## src/rtl/iir_pkg.sv

```systemverilog
// ============================================================================
// Module      : iir_pkg
// Description : Constants and types shared by the IIR sample source and the
//               optimised IIR datapath.
// Revision    : 1.0  initial release
// ============================================================================
`default_nettype none

package iir_pkg;

  localparam int c_DATA_W = 24;
  localparam int c_ADDR_W = 11;

  typedef enum logic [2:0] {
    ST_IDLE   = 3'd0,
    ST_START  = 3'd1,
    ST_GAP    = 3'd2,
    ST_STREAM = 3'd3,
    ST_DONE   = 3'd4
  } src_state_t;

  // Counter width able to hold 0..n-1, never narrower than one bit.
  function automatic int cnt_width(input int n);
    return (n > 1) ? $clog2(n) : 1;
  endfunction

endpackage

`default_nettype wire

```

## src/rtl/iir_rate_div.sv

```systemverilog
// ============================================================================
// Module      : iir_rate_div
// Description : Free-running modulo-RATE_DIV counter with synchronous clear;
//               tick is high while the count is zero.
// Revision    : 1.0  initial release
// ============================================================================
`default_nettype none

module iir_rate_div
  import iir_pkg::*;
#(
  parameter int RATE_DIV = 1,
  parameter int CNT_W    = cnt_width(RATE_DIV)
) (
  input  logic             clk,
  input  logic             rst_n,
  input  logic             clr,
  output logic [CNT_W-1:0] cnt,
  output logic             tick
);

  localparam logic [CNT_W-1:0] c_TOP = CNT_W'(RATE_DIV - 1);

  logic [CNT_W-1:0] r_cnt;

  always_ff @(posedge clk or negedge rst_n) begin
    if (!rst_n) begin
      r_cnt <= '0;
    end else if (clr || (r_cnt == c_TOP)) begin
      r_cnt <= '0;
    end else begin
      r_cnt <= r_cnt + 1'b1;
    end
  end

  assign cnt  = r_cnt;
  assign tick = (r_cnt == '0);

endmodule

`default_nettype wire

```

## src/rtl/iir_stream_src.sv

```systemverilog
// ============================================================================
// Module      : iir_stream_src
// Description : Hardware sample source for opti_top: start pulse, ROM-driven
//               sample stream at a programmable rate, done pulse per pass.
//               Define IIR_SRC_LOOP_EN for continuous playback with stop.
// Revision    : 1.0  initial release
// ============================================================================
`default_nettype none

module iir_stream_src
  import iir_pkg::*;
#(
  parameter int DATA_W    = c_DATA_W,
  parameter int ADDR_W    = c_ADDR_W,
  parameter int N_SAMPLES = 2048,
  parameter int START_GAP = 4,
  parameter int RATE_DIV  = 1
) (
  input  logic              clk,
  input  logic              rst_n,
  input  logic              go,
  input  logic              stop,
  output logic [ADDR_W-1:0] rom_addr,
  input  logic [DATA_W-1:0] rom_data,
  output logic              start,
  output logic [DATA_W-1:0] data_in,
  output logic              data_in_valid,
  output logic              busy,
  output logic              done
);

  localparam int IDX_W  = ADDR_W + 1;
  localparam int GAP_W  = cnt_width(START_GAP);
  localparam int RCNT_W = cnt_width(RATE_DIV);

  localparam logic [IDX_W-1:0]  c_N          = IDX_W'(N_SAMPLES);
  localparam logic [IDX_W-1:0]  c_LAST       = IDX_W'(N_SAMPLES - 1);
  localparam logic [ADDR_W-1:0] c_LAST_ADDR  = ADDR_W'(N_SAMPLES - 1);
  localparam logic [GAP_W-1:0]  c_GAP_LOAD   = GAP_W'(START_GAP - 1);
  localparam logic [RCNT_W-1:0] c_PRE        = RCNT_W'((RATE_DIV > 1) ? RATE_DIV - 2 : 0);

  src_state_t        r_state;
  logic [GAP_W-1:0]  r_gap;
  logic [IDX_W-1:0]  r_idx;    // next sample to emit; c_N once a pass is exhausted
  logic [ADDR_W-1:0] r_fidx;   // next sample to fetch from the ROM
  logic              r_pend;   // last sample of a pass was emitted on the previous edge

  logic              w_run;
  logic              w_slot;
  logic              w_adv;
  logic              w_pre_gap;
  logic              w_wrap;
  logic              w_tick;
  logic [RCNT_W-1:0] w_rcnt;

  // Cadence runs from the final GAP cycle onward, and through DONE when looping.
  assign w_run  = ((r_state == ST_GAP) && (r_gap == '0)) ||
                  (r_state == ST_STREAM) ||
                  ((r_state == ST_DONE) && (r_idx != c_N));
  assign w_slot = w_run && w_tick && (r_idx != c_N);

  // The ROM address must be presented two edges ahead of each emission; with
  // RATE_DIV=1 the first advance therefore falls one edge before the cadence.
  assign w_pre_gap = (RATE_DIV == 1) &&
                     (((r_state == ST_GAP) && (r_gap == GAP_W'(1))) ||
                      ((r_state == ST_START) && (START_GAP == 1)));
  assign w_adv     = (w_run && (w_rcnt == c_PRE)) || w_pre_gap;

  iir_rate_div #(
    .RATE_DIV (RATE_DIV),
    .CNT_W    (RCNT_W)
  ) u_rate_div (
    .clk   (clk),
    .rst_n (rst_n),
    .clr   (!w_run),
    .cnt   (w_rcnt),
    .tick  (w_tick)
  );

`ifdef IIR_SRC_LOOP_EN
  logic r_stop;

  always_ff @(posedge clk or negedge rst_n) begin
    if (!rst_n) begin
      r_stop <= 1'b0;
    end else if (r_state == ST_IDLE) begin
      r_stop <= 1'b0;
    end else if (stop) begin
      r_stop <= 1'b1;
    end
  end

  assign w_wrap = !(r_stop || stop);
`else
  logic w_unused_stop;

  assign w_unused_stop = stop;
  assign w_wrap        = 1'b0;
`endif

  always_ff @(posedge clk or negedge rst_n) begin
    if (!rst_n) begin
      r_state       <= ST_IDLE;
      r_gap         <= '0;
      r_idx         <= '0;
      r_fidx        <= '0;
      r_pend        <= 1'b0;
      start         <= 1'b0;
      data_in       <= '0;
      data_in_valid <= 1'b0;
      busy          <= 1'b0;
      done          <= 1'b0;
    end else begin
      start         <= 1'b0;
      done          <= 1'b0;
      data_in_valid <= 1'b0;
      r_pend        <= 1'b0;

      if (w_slot) begin
        data_in       <= rom_data;
        data_in_valid <= 1'b1;
        if (r_idx == c_LAST) begin
          r_idx  <= w_wrap ? '0 : c_N;
          r_pend <= 1'b1;
        end else begin
          r_idx <= r_idx + 1'b1;
        end
      end

      if (w_adv) begin
        if (r_fidx == c_LAST_ADDR) begin
          r_fidx <= w_wrap ? '0 : r_fidx;
        end else begin
          r_fidx <= r_fidx + 1'b1;
        end
      end

      case (r_state)
        ST_IDLE: begin
          if (go) begin
            r_state <= ST_START;
            start   <= 1'b1;
            busy    <= 1'b1;
          end
        end
        ST_START: begin
          r_state <= ST_GAP;
          r_gap   <= c_GAP_LOAD;
        end
        ST_GAP: begin
          if (r_gap == '0) begin
            r_state <= ST_STREAM;
          end else begin
            r_gap <= r_gap - 1'b1;
          end
        end
        ST_STREAM: begin
          if (r_pend) begin
            r_state <= ST_DONE;
            done    <= 1'b1;
          end
        end
        ST_DONE: begin
          if (r_pend) begin
            done <= 1'b1;
          end else if (r_idx == c_N) begin
            r_state <= ST_IDLE;
            busy    <= 1'b0;
            r_idx   <= '0;
            r_fidx  <= '0;
            data_in <= '0;
          end else begin
            r_state <= ST_STREAM;
          end
        end
        default: begin
          r_state <= ST_IDLE;
          busy    <= 1'b0;
        end
      endcase
    end
  end

  assign rom_addr = r_fidx;

endmodule

`default_nettype wire

```

## config.mk

```make
export PLATFORM = sky130hd
export DESIGN_NAME = iir_stream_src
export DESIGN_NICKNAME = d
export VERILOG_FILES = /design/src/rtl/iir_pkg.sv /design/src/rtl/iir_rate_div.sv /design/src/rtl/iir_stream_src.sv
export SDC_FILE = /design/constraint.sdc
export NUM_CORES = 1
export LEC_CHECK = 0
export CAP_MARGIN = 40
export CORE_MARGIN = 2
export CORE_UTILIZATION = 51
export CTS_BUF_LIST = sky130_fd_sc_hd__clkbuf_4 sky130_fd_sc_hd__clkbuf_8
export DETAILED_ROUTE_END_ITERATION = 8
export PLACE_DENSITY = 0.93
export SYNTH_ARGS = -nofsm -noshare
export SYNTH_HDL_FRONTEND = slang
export SYNTH_HIERARCHICAL = 1
export SYNTH_SLANG_ARGS = --single-unit
```

## constraint.sdc

```tcl
create_clock -name clk -period 2.3 [get_ports clk]
set_input_delay 0.23 -clock clk [delete_from_list [all_inputs] [get_ports clk]]
set_output_delay 0.23 -clock clk [all_outputs]
set_load 0.005 [all_outputs]
```

==> results of run 1 <==
==> registers in the layout (all words and copies together) (netlist names) <==
name	count
r_state	3
r_gap	2
start	1
r_pend	1
rom_addr	11
data_in	24
busy	1
done	1
u_rate_div/cnt	1
r_idx	12
data_in_valid	1
==> power by group <==
part / internal [mW] / switching [mW] / total [mW]
logic: 0.335 / 0.224 / 0.558
clock network: 0.466 / 0.375 / 0.841
registers: 1.15 / 0.161 / 1.31
total: 1.95 / 0.760 / 2.71
==> stage by stage <==
stage	area [um^2]	util, %
final	3730	69.1
after global routing	3730	69.1
after CTS	3730	69.1
after detailed placement	3540	65.6
after global placement	3540	65.6
after floorplan	2820	-
==> metal layers <==
metal,routed length [um],vias to the layer above,track usage [%]
met5,0,-,0
met4,122,0,13.3
met3,508,11,6.90
met2,3300,93,37.9
met1,2740,1238,28.9
li1,-,1194,-
==> final cells by class <==
class	instances	area [um^2]	area share, %
clock buffers	13	166	4.46
clock inverters	2	12.5	0.335
inverters	12	45.0	1.21
multi-input cells	216	1240	33.2
flip-flops and latches	58	1450	38.9
well taps	72	90.1	2.41
repair buffers	74	728	19.5
==> worst reg2reg max path: cells and delay by family, from the launching register on <==
family	cells	cell delay, ns
compound gates	3	0.67
buf+inv	4	0.50
fa+ha+maj	1	0.22
simple gates	1	0.14
flops	1	0.42
==> final timing paths <==
kind | end | slack (ns) | cells past startpoint
setup / recovery | r_idx[3]$_DFF_PN0_ | 0.26 | 9
hold / removal | rom_addr[3]$_DFF_PN0_ | 0.30 | 2
setup reg to reg | r_idx[3]$_DFF_PN0_ | 0.26 | 9
hold reg to reg | data_in[2]$_DFF_PN0_ | 0.52 | 2
max in group asynchronous | data_in[3]$_DFF_PN0_ | 1.38 | 3
min in group clk | data_in[1]$_DFF_PN0_ | 0.44 | 3
==> timing repair <==
item                                   4_1_cts  5_1_grt
endpoints found under the hold margin       10        0
hold buffers                                 1        0
buffers inserted                             0        0
==> flow_metrics.tcl, run 1 <==
set metrics [dict create \
    status "complete, no violations" \
    dpl_worst_slack_ns 0.245 \
    worstPathCellList "inv_1, ha_1, inv_1, a21oi_1, o211ai_2, inv_2, buf_4, nand2_1, o31ai_1" \
    syn_area_per_cell_um2 9.26 \
    grt_setup_unrepaired "false" \
    hp-class "in2async" \
    die_h_um 78.3 \
    start_util_pct 52.1 \
    routed_wl_um 6680 \
    cts_tree "done" \
    gp_congestion 0.866 \
    critPathTopFamily "compound AO/OA/AOI/OAI gates" \
    grt_pass1_vias 2586 \
    io_pins 67 \
    holdWs_ns 0.300 \
    grt_max_degree 33 \
    die_width_um 78.3 \
    cts_max_level 3 \
    post-route-drc-count 0 \
    crit_buf_inv 4 \
    clkLatencyLatePin_ns 0.33 \
    startpoint_type "flip-flop" \
    coreArea_um2 5410 \
    fmax_mhz 491 \
    cp_max_fo 14 \
    cts_buffer_depth 2 \
    io_buffers 65 \
    ctsResizeCount 0 \
    crit_top_cell "inv_1" \
    layout.nets 404 \
    ir_worst_vdd_v 0.000439 \
    max_cap_violations 0 \
    finalPower_mw 2.71 \
    fin_crit_sh_pct 88.5 \
    report.final.slew_viol_count 0 \
    dp_hpwl_um 4760 \
    area_growth_pct 32.6 \
    p_leak_nw 1.65 \
    cpPeakStageDelay_ns 0.42 \
    grtUsageTotal_pct 23.7 \
    timing.rr.start "r_gap[0]$_DFFE_PN0P_" \
    powerDensity_nw_per_um2 726 \
    clkSinkCount 58 \
    vias 2536 \
    synth_cells 304 \
    drt_iter0_drc 206 \
    clockRootBuffer "clkbuf_8" \
    antenna_found_initial 0 \
    vias_per_cell 5.67 \
    synthesis.nets 337 \
    clk_pin_slew_worst_paths_ns 0.06 \
    setup-violations-final 0 \
    avgRoutedWirePerCell_um 14.9 \
    cts_buffers 9 \
    critical_path_arrival_ns 2.26 \
    slowest_stage "dfrtp_1" \
    crit_path_end_kind "flip-flop" \
    crit_required_ns 2.52 \
    grt_pass1_wl_um 11400 \
    mostFrequentLayoutCell "nand2_1" \
    fin_cells 447 \
    overflow 0 \
    netlist_area_um2 2820 \
    startpoint "r_gap[0]$_DFFE_PN0P_" \
    num_antenna_cells 0 \
    fin_skew_ns 0.00667 \
    rows 27 \
    layout_common_cells "nand2_1, clkdlybuf4s50_1, dfrtp_1" \
    tns_ns 0 \
    fin_ws_ns 0.264 \
    dr.pass1.iters 4 \
    ant_nets 0 \
    die_area_um2 6130 \
    crit_type "reg2reg" \
    drive_above_1_share_pct 8.53 \
    ys_warn_count 6 \
    post-route-min-period_ns 2.04 \
    place_inst 431 \
    nFillCells 414 \
    hold_viol 0 \
]
(Power assumes the default switching activity.)
==> run 2: changes to the inputs <==
CORE_UTILIZATION = 55   (was 51)
DONT_BUFFER_PORTS = 1   (was not set)
PLACE_DENSITY = 0.81   (was 0.93)
SKIP_LAST_GASP = 1   (was not set)
==> run 2 against run 1 <==
Flip-flop and latch count stayed put; clock power is 21% higher; final cell count is 15% lower; via count is 14% lower; critical path depth is 4 lower; routed wire length is 15% lower; worst setup slack better by 0.041 ns; first-iteration DRC count is 35% lower; largest cell class unchanged; highest routed layer unchanged.
==> flow_metrics.tcl, run 2 (same netlist as run 1, synthesis figures left out) <==
set metrics [dict create \
    clkLatencyLatePin_ns 0.33 \
    status "complete, no violations" \
    rr_worst_depth 5 \
    ir_worst_vdd_v 0.000556 \
    antenna_found_initial 0 \
    post-route-drc-count 0 \
    start_util_pct 56.2 \
    grtUsageTotal_pct 22.2 \
    die_area_um2 5710 \
    setup-violations-final 0 \
    routed_wl_um 5700 \
    grt_pass1_wl_um 9400 \
    clkSinkCount 58 \
    grt_max_degree 59 \
    layout_common_cells "nand2_1, dfrtp_1, a21oi_1" \
    fin_crit_sh_pct 86.8 \
    grt_setup_unrepaired "false" \
    layout.nets 339 \
    rows 26 \
    crit_path_end_kind "flip-flop" \
    vias 2173 \
    max_cap_violations 0 \
    cts_max_level 3 \
    startpoint "r_state[1]$_DFFE_PN0P_" \
    crit_type "reg2reg" \
    cts_buffer_depth 2 \
    cp_max_fo 12 \
    overflow 0 \
    die_width_um 75.6 \
    r2r-end "rom_addr[1]$_DFF_PN0_" \
    startpoint_type "flip-flop" \
    dr.pass1.iters 4 \
    ff2ff_setup_slack_ns 0.30 \
    avgRoutedWirePerCell_um 15.0 \
    area_growth_pct 11.4 \
    grt_pass1_vias 1990 \
    post-route-min-period_ns 2.00 \
    crit_end "rom_addr[1]$_DFF_PN0_" \
    fmax_mhz 501 \
    io_pins 67 \
    regMostFlops "data_in" \
    drive_above_1_share_pct 10.3 \
    cts_tree "done" \
    tns_ns 0 \
    ant_nets 0 \
    cts_buffers 9 \
    num_antenna_cells 0 \
    clk_pin_slew_worst_paths_ns 0.06 \
    mostFrequentLayoutCell "nand2_1" \
    dp_hpwl_um 3900 \
    io_buffers 0 \
    p_leak_nw 1.43 \
    clockRootBuffer "clkbuf_8" \
    report.final.slew_viol_count 0 \
    fin_skew_ns 0.00471 \
    powerDensity_nw_per_um2 853 \
    critical_path_arrival_ns 2.22 \
    gp_congestion 0.879 \
    finalPower_mw 2.68 \
    crit_required_ns 2.52 \
    hp-class "in2reg" \
    drt_iter0_drc 134 \
    timing.rr.start "r_state[1]$_DFFE_PN0P_" \
    die_h_um 75.6 \
    largest_reg_flops 24 \
    hold_viol 0 \
    coreArea_um2 5010 \
    vias_per_cell 5.70 \
]
run 2: layout make-up:
class,count,area [um^2]
Clock buffer,15,194
Clock inverter,1,30.0
Fill cell,431,1870
Inverter,12,45.0
Multi-Input combinational cell,216,1240
Sequential cell,58,1450
Tap cell,70,87.6
Timing Repair Buffer,9,90.1
run 2: power breakdown:
group | internal, mW | switching, mW
clock | 0.644 | 0.375
combinational | 0.160 | 0.167
sequential | 1.15 | 0.183
run 2: how the worst min path moves through the flow:
stage,slack [ns],endpoint,start,cells after the start
2_1_floorplan,-0.07,busy$_DFFE_PN0P_,rst_n,0
3_3_place_gp,-0.06,done$_DFF_PN0_,rst_n,0
3_5_place_dp,-0.06,done$_DFF_PN0_,rst_n,0
4_1_cts,0.009,data_in[12]$_DFF_PN0_,rom_data[12],2
5_1_grt,0.01,data_in[19]$_DFF_PN0_,rom_data[19],2
6_report,0.02,data_in[11]$_DFF_PN0_,rom_data[11],2
run 2: critical path, cell delays in order (launching register included):
cell and delay, ns:
dfrtp_1 0.48, or3b_1 0.48, nor2_1 0.16, a21o_1 0.35
nand2_1 0.17, a31o_1 0.25
run 2: per-stage QoR:
step | hold WS (ns) | std cells | area, um^2 | utilization (%) | setup slack (ns)
floorplan | -0.0656 | 304 | 2820 | - | 0.479
global placement | -0.0635 | 363 | 2880 | 57.4 | 0.327
detailed placement | -0.0635 | 363 | 2880 | 57.4 | 0.313
CTS | 0.00926 | 381 | 3140 | 62.6 | 0.290
global route | 0.0147 | 381 | 3140 | 62.6 | 0.116
finish | 0.0221 | 381 | 3140 | 62.6 | 0.304
run 2: routing by layer:
layer | track usage (%) | up-vias | part of all wire (%) | wire length (um)
li1 | - | 1068 | - | -
met4 | 9.36 | 0 | 1.3 | 73
met1 | 29.6 | 1026 | 45 | 2540
met3 | 9.13 | 5 | 8.5 | 482
met5 | 0 | - | 0 | 0
met2 | 32.1 | 74 | 46 | 2610
run 2: what timing repair did:
item,in CTS,in global routing
resized for setup,0,0
hold buffers,2,0
hold endpoints to repair,58,0
buffers inserted,0,0
==> run 3: changes to the inputs <==
ABC_CLOCK_PERIOD_IN_PS = 2300   (was not set)
GPL_ROUTABILITY_DRIVEN = 0   (was not set)
==> results of run 3 <==
Final layout, timing and power as in run 2 (identical DEF).
